`config.mk`:
```
export PLATFORM = sky130hd
export DESIGN_NAME = bnn_param_loader
export DESIGN_NICKNAME = d
export VERILOG_FILES = /design/src/rtl/bnn_param_loader.sv
export SDC_FILE = /design/constraint.sdc
export NUM_CORES = 1
export LEC_CHECK = 0
export BUFFER_PORTS_ARGS = -buffer_cell sky130_fd_sc_hd__buf_2
export CORE_ASPECT_RATIO = 1.25
export CORE_MARGIN = 8
export CORE_UTILIZATION = 47
export CTS_CLUSTER_SIZE = 12
export DETAILED_ROUTE_END_ITERATION = 7
export GPL_TIMING_DRIVEN = 1
export PLACE_DENSITY = 0.71
export SYNTH_ARGS = -nofsm -noshare
export SYNTH_HDL_FRONTEND = slang
export SYNTH_SLANG_ARGS = --single-unit
```
`constraint.sdc`:
```
create_clock -name clk -period 2.9 [get_ports clk]
set_clock_uncertainty 0.05 [all_clocks]
set_input_delay 0.29 -clock clk [delete_from_list [all_inputs] [get_ports clk]]
set_output_delay 0.29 -clock clk [all_outputs]
set_load 0.1 [all_outputs]
```
`src/rtl/bnn_param_loader.sv`:
```
// bnn_param_loader: takes parameter bytes over valid/ready and shifts them
// LSB-first into the BNN scan chain. It strobes chain_setup only on cycles
// that carry a real bit, and raises done after exactly CHAIN_BITS shifts.
// Optional feature: define BNN_PARAM_LOADER_VERIFY_EN to add a recirculating
// verify pass that compares the ones count seen on chain_tail with the ones
// count loaded.
module bnn_param_loader #(
  parameter int CHAIN_BITS = 384,
  parameter int CNT_W      = 9
) (
  input  logic             clk,
  input  logic             reset,
  input  logic             start,
  input  logic [7:0]       byte_data,
  input  logic             byte_valid,
  output logic             byte_ready,
  output logic             chain_setup,
  output logic             chain_param,
  input  logic             chain_tail,
  output logic             busy,
  output logic             done,
  output logic             error,
  output logic [CNT_W-1:0] bit_count
);

  typedef enum logic [1:0] {
    S_IDLE   = 2'd0,
    S_LOAD   = 2'd1,
    S_DONE   = 2'd2
`ifdef BNN_PARAM_LOADER_VERIFY_EN
    , S_VERIFY = 2'd3
`endif
  } state_t;

  localparam logic [CNT_W-1:0] LAST = CNT_W'(CHAIN_BITS - 1);
  localparam logic [CNT_W-1:0] ONE  = CNT_W'(1);
`ifdef BNN_PARAM_LOADER_VERIFY_EN
  localparam logic [CNT_W-1:0] TERM = CNT_W'(CHAIN_BITS);
`endif

  state_t           state_reg, state_next;
  logic [7:0]       sr_reg, sr_next;
  logic [3:0]       occ_reg, occ_next;
  logic [CNT_W-1:0] cnt_reg, cnt_next;
  logic             setup_reg, setup_next;
  logic             busy_reg, busy_next;
  logic             done_reg, done_next;
  logic             shift, last_shift;
`ifdef BNN_PARAM_LOADER_VERIFY_EN
  logic             error_reg, error_next;
  logic [CNT_W-1:0] ones_load_reg, ones_load_next;
  logic [CNT_W-1:0] ones_tail_reg, ones_tail_next;
`endif

  // State register and all registered datapath/outputs
  always_ff @(posedge clk) begin
    if (reset) begin
      state_reg     <= S_IDLE;
      sr_reg        <= '0;
      occ_reg       <= '0;
      cnt_reg       <= '0;
      setup_reg     <= 1'b0;
      busy_reg      <= 1'b0;
      done_reg      <= 1'b0;
`ifdef BNN_PARAM_LOADER_VERIFY_EN
      error_reg     <= 1'b0;
      ones_load_reg <= '0;
      ones_tail_reg <= '0;
`endif
    end else begin
      state_reg     <= state_next;
      sr_reg        <= sr_next;
      occ_reg       <= occ_next;
      cnt_reg       <= cnt_next;
      setup_reg     <= setup_next;
      busy_reg      <= busy_next;
      done_reg      <= done_next;
`ifdef BNN_PARAM_LOADER_VERIFY_EN
      error_reg     <= error_next;
      ones_load_reg <= ones_load_next;
      ones_tail_reg <= ones_tail_next;
`endif
    end
  end

  // Next-state, shift/accept control and byte_ready (from state only)
  always_comb begin
    state_next = state_reg;
    sr_next    = sr_reg;
    occ_next   = occ_reg;
    cnt_next   = cnt_reg;
    done_next  = done_reg;
`ifdef BNN_PARAM_LOADER_VERIFY_EN
    error_next     = error_reg;
    ones_load_next = ones_load_reg;
    ones_tail_next = ones_tail_reg;
`endif
    // A bit goes out on every LOAD cycle that still holds data.
    shift      = (state_reg == S_LOAD) && (occ_reg != 4'd0);
    last_shift = shift && (cnt_reg == LAST);
    // Ready with one bit left lets the next byte land with no bubble,
    // except on the final shift where remaining data is discarded.
    byte_ready = (state_reg == S_LOAD) && !last_shift &&
                 ((occ_reg == 4'd0) || (occ_reg == 4'd1));

    case (state_reg)
      S_IDLE, S_DONE: begin
        if (start) begin
          state_next = S_LOAD;
          sr_next    = '0;
          occ_next   = '0;
          cnt_next   = '0;
          done_next  = 1'b0;
`ifdef BNN_PARAM_LOADER_VERIFY_EN
          error_next     = 1'b0;
          ones_load_next = '0;
          ones_tail_next = '0;
`endif
        end
      end
      S_LOAD: begin
        if (shift) begin
          sr_next  = {1'b0, sr_reg[7:1]};
          occ_next = occ_reg - 4'd1;
          cnt_next = cnt_reg + ONE;
`ifdef BNN_PARAM_LOADER_VERIFY_EN
          if (sr_reg[0] && (ones_load_reg != TERM))
            ones_load_next = ones_load_reg + ONE;
`endif
        end
        if (byte_ready && byte_valid) begin
          sr_next  = byte_data;
          occ_next = 4'd8;
        end
        if (last_shift) begin
          // Leftover bits of the final byte are dropped; sr stays zero so
          // chain_param idles low.
          sr_next  = '0;
          occ_next = '0;
`ifdef BNN_PARAM_LOADER_VERIFY_EN
          state_next = S_VERIFY;
          cnt_next   = '0;
`else
          state_next = S_DONE;
          done_next  = 1'b1;
`endif
        end
      end
`ifdef BNN_PARAM_LOADER_VERIFY_EN
      S_VERIFY: begin
        cnt_next = cnt_reg + ONE;
        if (chain_tail && (ones_tail_reg != TERM))
          ones_tail_next = ones_tail_reg + ONE;
        if (cnt_reg == LAST) begin
          state_next = S_DONE;
          done_next  = 1'b1;
          error_next = (ones_tail_next != ones_load_reg);
        end
      end
`endif
      default: ;
    endcase

    setup_next = (state_next == S_LOAD) && (occ_next != 4'd0);
    busy_next  = (state_next == S_LOAD);
`ifdef BNN_PARAM_LOADER_VERIFY_EN
    if (state_next == S_VERIFY) begin
      setup_next = 1'b1;
      busy_next  = 1'b1;
    end
`endif
  end

  assign chain_setup = setup_reg;
  assign busy        = busy_reg;
  assign done        = done_reg;
  assign bit_count   = cnt_reg;

`ifdef BNN_PARAM_LOADER_VERIFY_EN
  // During verify the tail feeds the head directly so the chain recirculates.
  assign chain_param = (state_reg == S_VERIFY) ? chain_tail : sr_reg[0];
  assign error       = error_reg;
`else
  logic unused_tail;
  assign unused_tail = chain_tail;
  assign chain_param = sr_reg[0];
  assign error       = 1'b0;
`endif

endmodule

```
==> impl_metrics.toml, run 1 <==
[status]
status = "completed"

[critical_path]
slowest_stage = "buf_2"
cp_cell_sequence = "inv_1 > ha_1 > nor3b_2 > o31ai_4 > nor4_4 > buf_2"
critical_path_arrival_ns = 2.24
cp_max_fo = 7
worstPathRequired_ns = 2.56
worst-setup-path-type = "reg -> out"
start_kind = "flop"
worst_setup_path_end_kind = "output port"
crit_path_max_incr_delay_ns = 0.46

[floorplanning]
die_w_um = 62.6
floorplan.initialDensity_pct = 48.6
floorplan.core_area_um2 = 2630
design.die.area_um2 = 4650
die-height_um = 74.3
boundaryPins = 28
core.rowCount = 21

[logic_synthesis]
post-synth-top-area-cell = "dfxtp_1"
synth_top_area_share_pct = 40.7
synthCells = 145
synth.net_count = 162
synth-seq-cells = 26
synth_edf_count = 0
synth_top_cells_by_area = "dfxtp_1 (41%), mux2i_1 (6.3%), nor2_1 (6.2%), nand2_1 (5.0%), xor2_1 (4.8%)"
async_flop_share_pct = 0
synth.yosys.warnings = 0
synth.lib_cells_used.distinct = 39
postSynthAreaPerCell_um2 = 8.81
ys_seq_area_share_pct = 40.7
netlist_area_um2 = 1280
synth_ff_type = "dfxtp_1"

[timing]
hold_violations = 0
setup_viol_count_final = 0
max-slew-margin-rel_pct = 37.4
timing_worst_slew_pin_value_ns = 0.937
fmaxAchievable_mhz = 387
report.final.slew_viol_count = 0
min_period_over_period_pct = 89.1
timing.final.crit_period_ns = 2.58
unrepaired_setup_endpoints_after_global_routing = "false"
setup_ws_ns = 0.316
whs_ns = 0.172
totalNegativeSetupSlack_ns = 0

[power]
internal_power_w = 0.000535
leakage_nw = 0.591
swShare_pct = 27.2
ir_worst_vdd_mv = 0.290
pwr-share-clk_pct = 34.3
comb_power_share_pct = 15.4
power.sequential.fraction_pct = 50.3
powerDensity_nw_per_um2 = 494
post-layout-total-power_w = 0.000734
power_switching_w = 0.000199

[cells_and_area]
largest_register_ffs = 9
finalNetCount = 188
diodes = 0
postLayoutCellArea_um2 = 1490
drive_above_1_share_pct = 20.6
syn_to_final_growth_pct = 16.4
filler_cell_count = 265
layout.cells.most_common_list = "dfxtp_1 (26), buf_2 (25), nor2_1 (21)"
final_common_cell = "dfxtp_1"

[clocking]
ctsResizeCount = 0
cts_hold_buffers = 0
cts.root.buffer_cell = "clkbuf_4"
longest_clk_path_bufs = 2
total_setup_buffers_inserted_after_cts = 0
clkSlewWorstSetupHoldPaths_ns = 0.14
cts_tree = "built"
cts-buffers-inserted = 3
h-tree-depth = 1
cts_sinks = 26
insertion_delay_ns = 0.33

[drt]
remaining_drc_errors = 0
postRouteWirelength_um = 2930
post_drt_wl_per_cell_um = 14.4
ant_nets = 0
drt-vias-per-instance = 5.56
detailedRoute.firstPassIterationCount = 6
num_vias = 1135
drt-initial-drc-count = 56

[global_routing]
globalRouteOverflowTotal = 0
grt_pass1_vias = 1113
grt_max_degree = 16
antenna_found_initial = 0
grt_first_pass_wirelength_um = 4940
groute.usage.overall_pct = 12.9

[placed_design]
gp_routability_congestion = 0.845
place_ws_ns = 0.370
io_buffer_count = 25
hpwlAfterDp_um = 2230
dpl-instance-area_um2 = 1430

[run]
cap_viol_max_count = 0

[min_path]
hp-class = "in -> reg"
## kinds of logic after synthesis
| group | count (synthesis) | synth area share (%) |
|---|---|---|
| AO/OA/AOI/OAI | 21 | 11.8 |
| XOR/XNOR | 8 | 5.49 |
| flip-flops | 26 | 40.7 |
| AND/OR/NAND/NOR | 70 | 28.6 |
| multiplexers | 8 | 6.27 |
| other | 1 | 0.294 |
| adder cells (fa/ha/maj) | 4 | 3.92 |
| buffers and inverters | 7 | 2.94 |
## stage by stage
stage	instances	utilization, %
floorplan	145	-
global placement	200	54.6
detailed placement	200	54.6
CTS	204	56.6
global route	204	56.6
finish	204	56.6
## layer usage
metal  GRT usage [%]  part of all wire (%)  vias up
met2            24.1                    52       37
met5               0                     0        -
met4            5.33                   1.5        0
met1            12.9                    39      532
met3            4.52                   7.5        7
li1                -                     -      559
## area by class of cell
| type | instances | area [um^2] | share of cell area [%] |
|---|---|---|---|
| tap | 34 | 42.5 | 2.86 |
| multi-input combinational | 112 | 734 | 49.4 |
| clock inverter | 1 | 30.0 | 2.02 |
| clock buffer | 3 | 22.5 | 1.52 |
| inverter | 3 | 11.3 | 0.758 |
| sequential | 26 | 520 | 35.0 |
| timing repair buffer | 25 | 125 | 8.42 |
## worst paths after layout
| check | slack [ns] | endpoint | startpoint | cells after the start |
|---|---|---|---|---|
| worst max-delay path | 0.32 | byte_ready | occ_reg[0] | 6 |
| worst min-delay path | 0.17 | sr_reg[1] | byte_data[1] | 3 |
| worst max register to register | 0.33 | sr_reg[3] | occ_reg[0] | 7 |
| worst min register to register | 0.41 | sr_reg[2] | sr_reg[2] | 2 |
## synthesized netlist by cell type, drive strengths merged, types with 2 or more instances
cell     n
nor4b    2
nor2    21
or3b     2
a211oi   2
nor3     3
o21ai    8
mux2i    8
ha       4
a31oi    2
inv      3
dfxtp   26
nand4    6
nand2b   3
and2     2
buf      3
nand3    2
a21oi    4
nand2   17
xor2     7
nor4     3
o22ai    2
nor2b    3
## critical path, delay by kind of cell, from the launching register on
family / cells / cell delay, ns
AOI/OAI and AO/OA: 1 / 0.17
and+or+nand+nor: 2 / 0.56
DFF: 1 / 0.40
adders and majority gates: 1 / 0.21
buffers and inverters: 2 / 0.57
## power by group through the flow
stage	sequential, W	clock [W]	combinational, W
after floorplan	0.000394	0	0.0000735
after global placement	0.000377	0	0.000111
after detailed placement	0.000377	0	0.000111
after CTS	0.000369	0.000257	0.000112
after global routing	0.000371	0.000270	0.000121
final	0.000369	0.000252	0.000113
No activity file was read; power rests on OpenSTA's default activity.
==> inputs of run 2 (changes only) <==
RECOVER_POWER = 100   (was not set)
==> impl_metrics.toml, run 2 (synthesis gave the netlist of run 1 again) <==
[status]
status = "completed"

[cells_and_area]
finalNetCount = 188
diodes = 0
seqCellArea_um2 = 520
drive_above_1_share_pct = 12.4
area_taken_by_multi_input_logic_gates_um2 = 729
filler_cell_count = 273
postLayoutCellArea_um2 = 1470
largest_register_ffs = 9
final_common_cell = "dfxtp_1"
postLayoutCoreUtil_pct = 55.8
layout.cells.most_common_list = "dfxtp_1 (26), nor2_1 (21), nand2_1 (17)"
syn_to_final_growth_pct = 14.7

[drt]
drt-vias-per-instance = 5.47
drt-initial-drc-count = 61
detailedRoute.firstPassIterationCount = 4
postRouteWirelength_um = 2960
post_drt_wl_per_cell_um = 14.5
remaining_drc_errors = 0
num_vias = 1116
ant_nets = 0

[global_routing]
grt_max_degree = 16
antenna_found_initial = 0
groute.usage.overall_pct = 12.9
grt_pass1_vias = 1113
globalRouteOverflowTotal = 0
grt_first_pass_wirelength_um = 4940

[clocking]
cts_hold_buffers = 0
longest_clk_path_bufs = 2
insertion_delay_ns = 0.33
cts-buffers-inserted = 3
total_setup_buffers_inserted_after_cts = 0
h-tree-depth = 1
cts.root.buffer_cell = "clkbuf_4"
ctsResizeCount = 0
clkSlewWorstSetupHoldPaths_ns = 0.14
cts_tree = "built"
cts_sinks = 26

[floorplanning]
die_w_um = 62.6
boundaryPins = 28
core.rowCount = 21
floorplan.core_area_um2 = 2630
die-height_um = 74.3
design.die.area_um2 = 4650
floorplan.initialDensity_pct = 48.6

[power]
leakage_nw = 0.537
post-layout-total-power_w = 0.000730
powerDensity_nw_per_um2 = 499
ir_worst_vdd_mv = 0.286

[critical_path]
crit_path_max_incr_delay_ns = 0.49
worst_setup_path_end_kind = "output port"
critical_path_arrival_ns = 2.26
regToRegSetupSlack_ns = 0.36
worst-setup-path-type = "reg -> out"
start_kind = "flop"
worstPathRequired_ns = 2.56
cp_max_fo = 7
cp_cell_sequence = "inv_1 > ha_1 > nor3b_2 > o31ai_4 > nor4_4 > clkbuf_2"
slowest_stage = "clkbuf_2"
regToRegStartpoint = "occ_reg[0]"
cp-startpoint = "occ_reg[0]"

[placed_design]
hpwlAfterDp_um = 2230
gp_routability_congestion = 0.845
dpl-instance-area_um2 = 1430
io_buffer_count = 25

[timing]
setup_viol_count_final = 0
unrepaired_setup_endpoints_after_global_routing = "false"
report.final.slew_viol_count = 0
timing.final.crit_period_ns = 2.60
fmaxAchievable_mhz = 384
whs_ns = 0.175
hold_violations = 0
timing_worst_slew_pin_value_ns = 1.19
max-slew-margin-rel_pct = 20.8
totalNegativeSetupSlack_ns = 0
min_period_over_period_pct = 89.8

[min_path]
min-delay-start = "byte_data[7]"
hp-class = "in -> reg"

[run]
cap_viol_max_count = 0
==> run 2: cell count changes in the layout (fill, tap and decap cells not counted), sizes merged <==
cell	delta
clkbuf	+14
buf	-14
==> run 2: where the power goes <==
group          switching (W)  total (W)  internal [W]
registers         0.00000607   0.000369      0.000363
clock network       0.000111   0.000251      0.000140
logic              0.0000803   0.000110     0.0000300
==> run 2: worst paths after layout <==
check,to,cells past startpoint
max,byte_ready,6
min,sr_reg[7],3
max reg2reg,sr_reg[3],7
min reg2reg,done,2
==> run 2: stage by stage <==
| stage | std cells | setup WS [ns] |
|---|---|---|
| final | 204 | 0.296 |
| after global routing | 204 | 0.116 |
| after detailed placement | 200 | 0.370 |
| after CTS | 204 | 0.321 |
| after global placement | 200 | 0.443 |
| after floorplan | 145 | 0.112 |
==> run 2: final cells by class <==
class | count | area share, %
multi-input combinational | 112 | 49.8
timing repair buffer | 25 | 7.43
tap | 34 | 2.90
clock buffer | 3 | 1.54
inverter | 3 | 0.769
sequential | 26 | 35.5
clock inverter | 1 | 2.05
==> run 2: critical path, delay by kind of cell, from the launching register on <==
family          cells  cell delay, ns
fa+ha+maj           1            0.21
simple gates        2            0.56
flops               1            0.40
buf+inv             2            0.60
compound gates      1            0.17
==> run 2: per-layer routing <==
layer,vias up,wire length [um],track usage [%]
met4,0,45,5.33
met2,31,1520,24.1
met1,519,1210,12.9
met3,7,192,4.52
li1,559,-,-
met5,-,0,0
